File: src/rtl/regfile_wb_arbiter.sv
// rtl/regfile_wb_arbiter.sv - round-robin arbiter sharing the register file write port between A and B
// Optional WBARB_STATS_EN adds a saturating conflict_count output.
module regfile_wb_arbiter #(
  parameter int DATA_W = 16,
  parameter int IDX_W  = 5
) (
  input  logic              clk,
  input  logic              rst,
  input  logic              a_req,
  input  logic [IDX_W-1:0]  a_index,
  input  logic [DATA_W-1:0] a_data,
  output logic              a_gnt,
  input  logic              b_req,
  input  logic [IDX_W-1:0]  b_index,
  input  logic [DATA_W-1:0] b_data,
  output logic              b_gnt,
  output logic              write_en,
  output logic [IDX_W-1:0]  write_index,
  output logic [DATA_W-1:0] write_data,
  output logic              pend_valid,
  output logic [IDX_W-1:0]  pend_index,
  input  logic [IDX_W-1:0]  rd1_index,
  input  logic [IDX_W-1:0]  rd2_index,
  output logic              rd1_fwd,
  output logic              rd2_fwd
`ifdef WBARB_STATS_EN
  ,
  output logic [15:0]       conflict_count
`endif
);

  typedef enum logic {PRI_A = 1'b0, PRI_B = 1'b1} pri_t;

  pri_t pri, pri_next;

  always_ff @(posedge clk) begin
    if (rst) pri <= PRI_A;
    else     pri <= pri_next;
  end

  always_comb begin
    a_gnt      = 1'b0;
    b_gnt      = 1'b0;
    pend_valid = 1'b0;
    pend_index = '0;
    pri_next   = pri;
    if (!rst) begin
      if (a_req && b_req) begin
        pend_valid = 1'b1;
        if (pri == PRI_A) begin
          a_gnt      = 1'b1;
          pend_index = b_index;
        end else begin
          b_gnt      = 1'b1;
          pend_index = a_index;
        end
      end else if (a_req) begin
        a_gnt = 1'b1;
      end else if (b_req) begin
        b_gnt = 1'b1;
      end
      // Favour whoever lost (or would lose) next time.
      if (a_gnt)      pri_next = PRI_B;
      else if (b_gnt) pri_next = PRI_A;
    end
  end

  always_ff @(posedge clk) begin
    if (rst) begin
      write_en    <= 1'b0;
      write_index <= '0;
      write_data  <= '0;
    end else begin
      write_en <= a_gnt | b_gnt;
      if (a_gnt) begin
        write_index <= a_index;
        write_data  <= a_data;
      end else if (b_gnt) begin
        write_index <= b_index;
        write_data  <= b_data;
      end
    end
  end

  assign rd1_fwd = write_en && (write_index == rd1_index);
  assign rd2_fwd = write_en && (write_index == rd2_index);

`ifdef WBARB_STATS_EN
  always_ff @(posedge clk) begin
    if (rst)
      conflict_count <= '0;
    else if (a_req && b_req && conflict_count != 16'hFFFF)
      conflict_count <= conflict_count + 16'd1;
  end
`endif

endmodule

File: config.mk
export PLATFORM = sky130hd
export DESIGN_NAME = regfile_wb_arbiter
export DESIGN_NICKNAME = d
export VERILOG_FILES = /design/src/rtl/regfile_wb_arbiter.sv
export SDC_FILE = /design/constraint.sdc
export NUM_CORES = 1
export LEC_CHECK = 0
export CELL_PAD_IN_SITES_DETAIL_PLACEMENT = 0
export CELL_PAD_IN_SITES_GLOBAL_PLACEMENT = 1
export CORE_AREA = 2 2 74 76
export DETAILED_ROUTE_END_ITERATION = 16
export DIE_AREA = 0 0 76 78
export PLACE_DENSITY = 0.93
export SLEW_MARGIN = 20
export SYNTH_ARGS = -nofsm -noshare
export SYNTH_HDL_FRONTEND = slang
export SYNTH_SLANG_ARGS = --single-unit
File: constraint.sdc
create_clock -name clk -period 4.2 [get_ports clk]
set_clock_uncertainty 0.05 [all_clocks]
set_input_delay 0.63 -clock clk [delete_from_list [all_inputs] [get_ports clk]]
set_output_delay 0.63 -clock clk [all_outputs]
set_load 0.05 [all_outputs]
==> reports/qor.csv, run 1 <==
metric,value,unit
status,"finished, final reports clean",
number of global-route vias before repair,1348,
flop2flop setup slack,2.18,ns
CTS buffer count,3,
CP endpoint,rd2_fwd,
layout cells sized above 1,14.3,%
max incr delay on CP,0.80,ns
Clock Path Buffers,2,
Via density,4.83,
Total GRT Usage,14.0,%
post-CTS sizing,0,
syn avg cell area,10.0,sq um
initial antenna violation count,0,
post-CTS setup buffer count,0,
first drt pass iteration count,4,
Reg-to-Reg Start,pri,
min Tclk post-route,3.17,ns
CP Launch Type,input pin,
Die Y,78,um
fmax,315,MHz
DRC viols,0,
Slew @ Worst Pin,0.774,ns
Final WS setup,1.03,ns
Final Net Count,274,
dpl ws,0.995,ns
Pleak,0.902,nW
first-pass GRT wire length,6710,um
worst-case reg-to-reg path depth,3,
worst setup path category,input pin to primary output,
# IOs,88,
reg-to-reg endpoint,write_data[5],
"Slowest-stage cell, CP",clkdlybuf4s50_1,
die area,0.00593,sq mm
FP Rows,26,
Initial Util,26.7,%
Area growth syn-to-layout,69.2,%
crit-path most repeated cell,clkdlybuf4s50_1,
diodes inserted,0,
port bufs,87,
slew margin rel.,48.1,%
CTS Sinks,23,
largest net degree at the start of global routing,23,
Worst Setup SP,rd2_index[2],
Final setup viols,0,
ANT nets after route,0,
final WL,4310,um
Tcrit/Tclk final,75.5,%
Die X,76,um
post-DP HPWL,3190,um
clk slew on worst S/H paths,0.08,ns
WP data arrival,2.49,ns
register bit count reported by yosys,23,
via count,1387,
drt wl/cell,15.0,um
Synth cell types,22,
"commonest non-fill, non-tap cell in the layout",clkdlybuf4s50_1,
Final TNS setup,0,ns
max-slew violation count,0,
RSZ-0062 raised after global routing,false,
Starting DRT DRC Count,70,
Post-Syn Area,0.00135,sq mm
Fin. Hold Viols,0,
Power Dens Cells,281,mW/mm^2
hold buffers post-CTS,0,
most frequent cells in the layout,"clkdlybuf4s50_1, dfxtp_1, inv_1",
"Clk Latency, worst-skew pair",0.26,ns
hold crit path type,flop to flop,
Max VDD drop,0.000108,V
FILL cells,501,
core area,0.00504,sq mm
required time of the critical path,3.52,ns
CTS H-tree depth,1,
post-synthesis sequential area ratio,34.2,%
Syn Nets,190,
maxcap violations,0,
Yosys warnings,0,
worst-path fanout max,1,
critical-path cell list,clkdlybuf4s50_1 > xor2_1 > nor4_1 > and3_1 > clkdlybuf4s50_1,
Overflow after GRT,0,
Pwr Total,0.641,mW
cells after synthesis,134,
TritonCTS clock tree,done,
routability congestion estimate,0.711,
Clock Tree Root,clkbuf_8,
crit path capture type,primary output,
==> state kept, by name (all words and copies together), names as in the netlist <==
| register | flops |
|---|---|
| pri | 1 |
| write_data | 16 |
| write_en | 1 |
| write_index | 5 |
==> power by group <==
part	switching (mW)	internal, mW
logic	0.134	0.113
registers	0.0167	0.237
clock network	0.0715	0.0677
==> per-layer routing <==
metal / global-route usage [%] / vias up / part of all wire (%)
li1: - / 680 / -
met5: 0 / - / 0
met1: 17.1 / 664 / 44
met4: 4.91 / 0 / 1.2
met3: 2.33 / 4 / 4.4
met2: 24.9 / 39 / 51
==> metrics by stage <==
step	area [sq um]	cells	hold WS (ns)	utilization, %
floorplan	1350	134	0.651	-
global placement	2230	283	0.420	44.3
detailed placement	2230	283	0.423	44.3
CTS	2280	287	0.446	45.2
global route	2280	287	0.464	45.2
finish	2280	287	0.446	45.2
==> cells by family after synthesis <==
logic type | Yosys count | synth area share (%)
XOR/XNOR | 10 | 6.51
AO/OA/AOI/OAI | 43 | 34.7
AND/OR/NAND/NOR | 18 | 7.62
multiplexers | 5 | 3.72
flip-flops | 23 | 34.2
buffers and inverters | 35 | 13.3
==> worst min path at each step <==
stage	endpoint	slack [ns]	startpoint	cells after the start
finish	write_data[2]	0.45	write_data[2]	1
global route	write_data[14]	0.46	write_data[14]	1
CTS	write_data[5]	0.45	write_data[5]	1
detailed placement	write_data[11]	0.42	write_data[11]	1
global placement	write_data[6]	0.42	write_data[6]	1
floorplan	pri	0.65	pri	3
==> synth_stat cells (all sizes together) <==
master / number / share of area [%]
a2111oi: 21 / 18
a221o: 21 / 16
and3: 2 / 0.93
and3b: 1 / 0.93
buf: 9 / 6.0
clkbuf: 4 / 1.1
dfxtp: 23 / 34
inv: 22 / 6.1
mux2i: 5 / 3.7
nand2: 1 / 0.46
nand3b: 1 / 0.56
nor2: 7 / 2.0
nor2b: 2 / 0.93
nor3: 1 / 0.37
nor3b: 1 / 0.56
nor4: 2 / 0.93
o21ba: 1 / 0.74
xnor2: 2 / 1.3
xor2: 8 / 5.2
==> worst max-delay path, delay by kind of cell <==
kind,cells,cell delay (ns)
xor gates and xnor gates,1,0.14
buffers and inverters,2,1.21
and+or+nand+nor,2,0.49
==> area by class of cell <==
cell class | count | area [sq um] | share of cell area, %
clock buffer | 4 | 45.0 | 1.98
inverter | 22 | 82.6 | 3.62
multi-input combinational | 76 | 714 | 31.4
sequential | 23 | 460 | 20.2
tap | 70 | 87.6 | 3.84
timing repair buffer | 92 | 888 | 39.0
Power figures use the tool's default switching activity.
==> run 2, diff against run 1 <==
CORE_AREA = 2 2 80 82   (was 2 2 74 76)
DIE_AREA = 0 0 82 84   (was 0 0 76 78)
PLACE_DENSITY = 0.85   (was 0.93)
clock period = 2.63 ns   (was 4.2 ns; I/O delays follow)
==> run 2 against run 1 <==
Utilization shrank 5.2 points. Count of clock-buffer cells in the layout unchanged. Register-to-register slack worse by 1.3 ns. Cell count is 3.8% higher. Global-route usage shrank 1.2 points. Hold slack got worse by 0.0010 ns.
==> reports/qor.csv, run 2 (synthesis gave the netlist of run 1 again) <==
metric,value,unit
status,"finished, final reports clean",
switching part of the total,34.9,%
critical-path cell list,clkdlybuf4s50_1 > nand3b_1 > nor2_1 > buf_12,
DRC viols,0,
number of global-route vias before repair,1428,
# IOs,88,
max FFs per register,16,
routability congestion estimate,0.679,
dpl ws,0.257,ns
Slew @ Worst Pin,0.618,ns
hold buffers post-CTS,0,
fmax,427,MHz
Die X,82,um
maxcap violations,0,
diodes inserted,0,
Overflow after GRT,0,
"commonest non-fill, non-tap cell in the layout",clkdlybuf4s50_1,
reg-to-reg endpoint,write_data[8],
Final setup viols,0,
Switch Pwr,0.368,mW
Clock Tree Root,clkbuf_8,
Total GRT Usage,12.8,%
Initial Util,22.1,%
Max VDD drop,0.000176,V
Fin. Hold Viols,0,
final WL,4490,um
Clock Path Buffers,2,
Via density,4.67,
CTS H-tree depth,1,
Pwr Total,1.05,mW
port bufs,87,
CTS buffer count,3,
Power Dens Cells,432,mW/mm^2
CTS Sinks,23,
"Largest delay share family, worst path",buffers and inverters,
registers with the most flip-flops,"write_data x16, write_index x5",
"Clk Latency, worst-skew pair",0.27,ns
CP endpoint,pend_index[3],
min Tclk post-route,2.34,ns
worst-case reg-to-reg path depth,4,
clk slew on worst S/H paths,0.09,ns
largest net degree at the start of global routing,23,
most frequent cells in the layout,"clkdlybuf4s50_1, dfxtp_1, inv_1",
hold crit path type,flop to flop,
"Slowest-stage cell, CP",clkdlybuf4s50_1,
worst-path fanout max,10,
TritonCTS clock tree,done,
cell count along the critical path,4,
via count,1391,
post-CTS sizing,0,
Area growth syn-to-layout,81.0,%
WP data arrival,1.90,ns
Hold Crit Start,write_data[0],
required time of the critical path,2.19,ns
slew margin rel.,58.6,%
first-pass GRT wire length,6900,um
CP Launch Type,input pin,
first drt pass iteration count,4,
clock share of power,21.8,%
ANT nets after route,0,
FP Rows,29,
RSZ-0062 raised after global routing,false,
Biggest register,write_data,
Buf/Inv on CP,2,
initial antenna violation count,0,
Starting DRT DRC Count,77,
Tcrit/Tclk final,89.1,%
max-slew violation count,0,
max incr delay on CP,0.63,ns
post-CTS setup buffer count,0,
Final WS setup,0.285,ns
post-DP HPWL,3340,um
crit path capture type,primary output,
layout cells sized above 1,16.7,%
Worst Hold Slack,0.445,ns
worst setup path category,input pin to primary output,
flop2flop setup slack,0.92,ns
die area,0.00689,sq mm
Worst Setup SP,rst,
Reg-to-Reg Start,pri,
Final Net Count,278,
Pleak,0.955,nW
Final TNS setup,0,ns
sequential share of power,38.5,%
Int Power,0.685,mW
Gate power share,39.7,%
drt wl/cell,15.1,um
Die Y,84,um
core area,0.00610,sq mm
run 2: worst min path at each step:
stage                     slack, ns  depth (start not counted)             end
final                          0.45                          1   write_data[0]
after global routing           0.47                          1   write_data[7]
after CTS                      0.45                          1   write_data[0]
after detailed placement       0.42                          1   write_data[2]
after global placement         0.42                          1   write_data[6]
after floorplan                0.48                          1  write_data[11]
run 2: final cells by class:
cell class / instances / area, sq um
timing repair buffer: 96 / 1040
tap: 77 / 96.3
multi-input combinational: 76 / 714
sequential: 23 / 460
inverter: 22 / 82.6
clock buffer: 4 / 45.0
fill: 613 / 3660
run 2: routing by layer:
layer,global-route usage [%],part of all wire (%),up-vias
met4,4.09,1.0,0
met3,2.06,6.5,4
li1,-,-,689
met5,0,0,-
met2,21.1,49,46
met1,16.7,44,652
run 2: stage by stage:
stage	util [%]	cell area, sq um	instances
3_5_place_dp	39.2	2390	294
2_1_floorplan	-	1350	134
6_report	40.0	2440	298
3_3_place_gp	39.2	2390	294
5_1_grt	40.0	2440	298
4_1_cts	40.0	2440	298
run 2: power by group through the flow:
stage	combinational (mW)	clock [mW]	sequential, mW
after floorplan	0.130	0	0.509
after global placement	0.416	0	0.413
after detailed placement	0.418	0	0.413
after CTS	0.421	0.235	0.405
after global routing	0.441	0.250	0.410
final	0.417	0.230	0.405
==> run 3, diff against run 2 <==
SLEW_MARGIN = 0   (was 20)
==> results of run 3 <==
Final layout, timing and power as in run 2 (identical DEF).
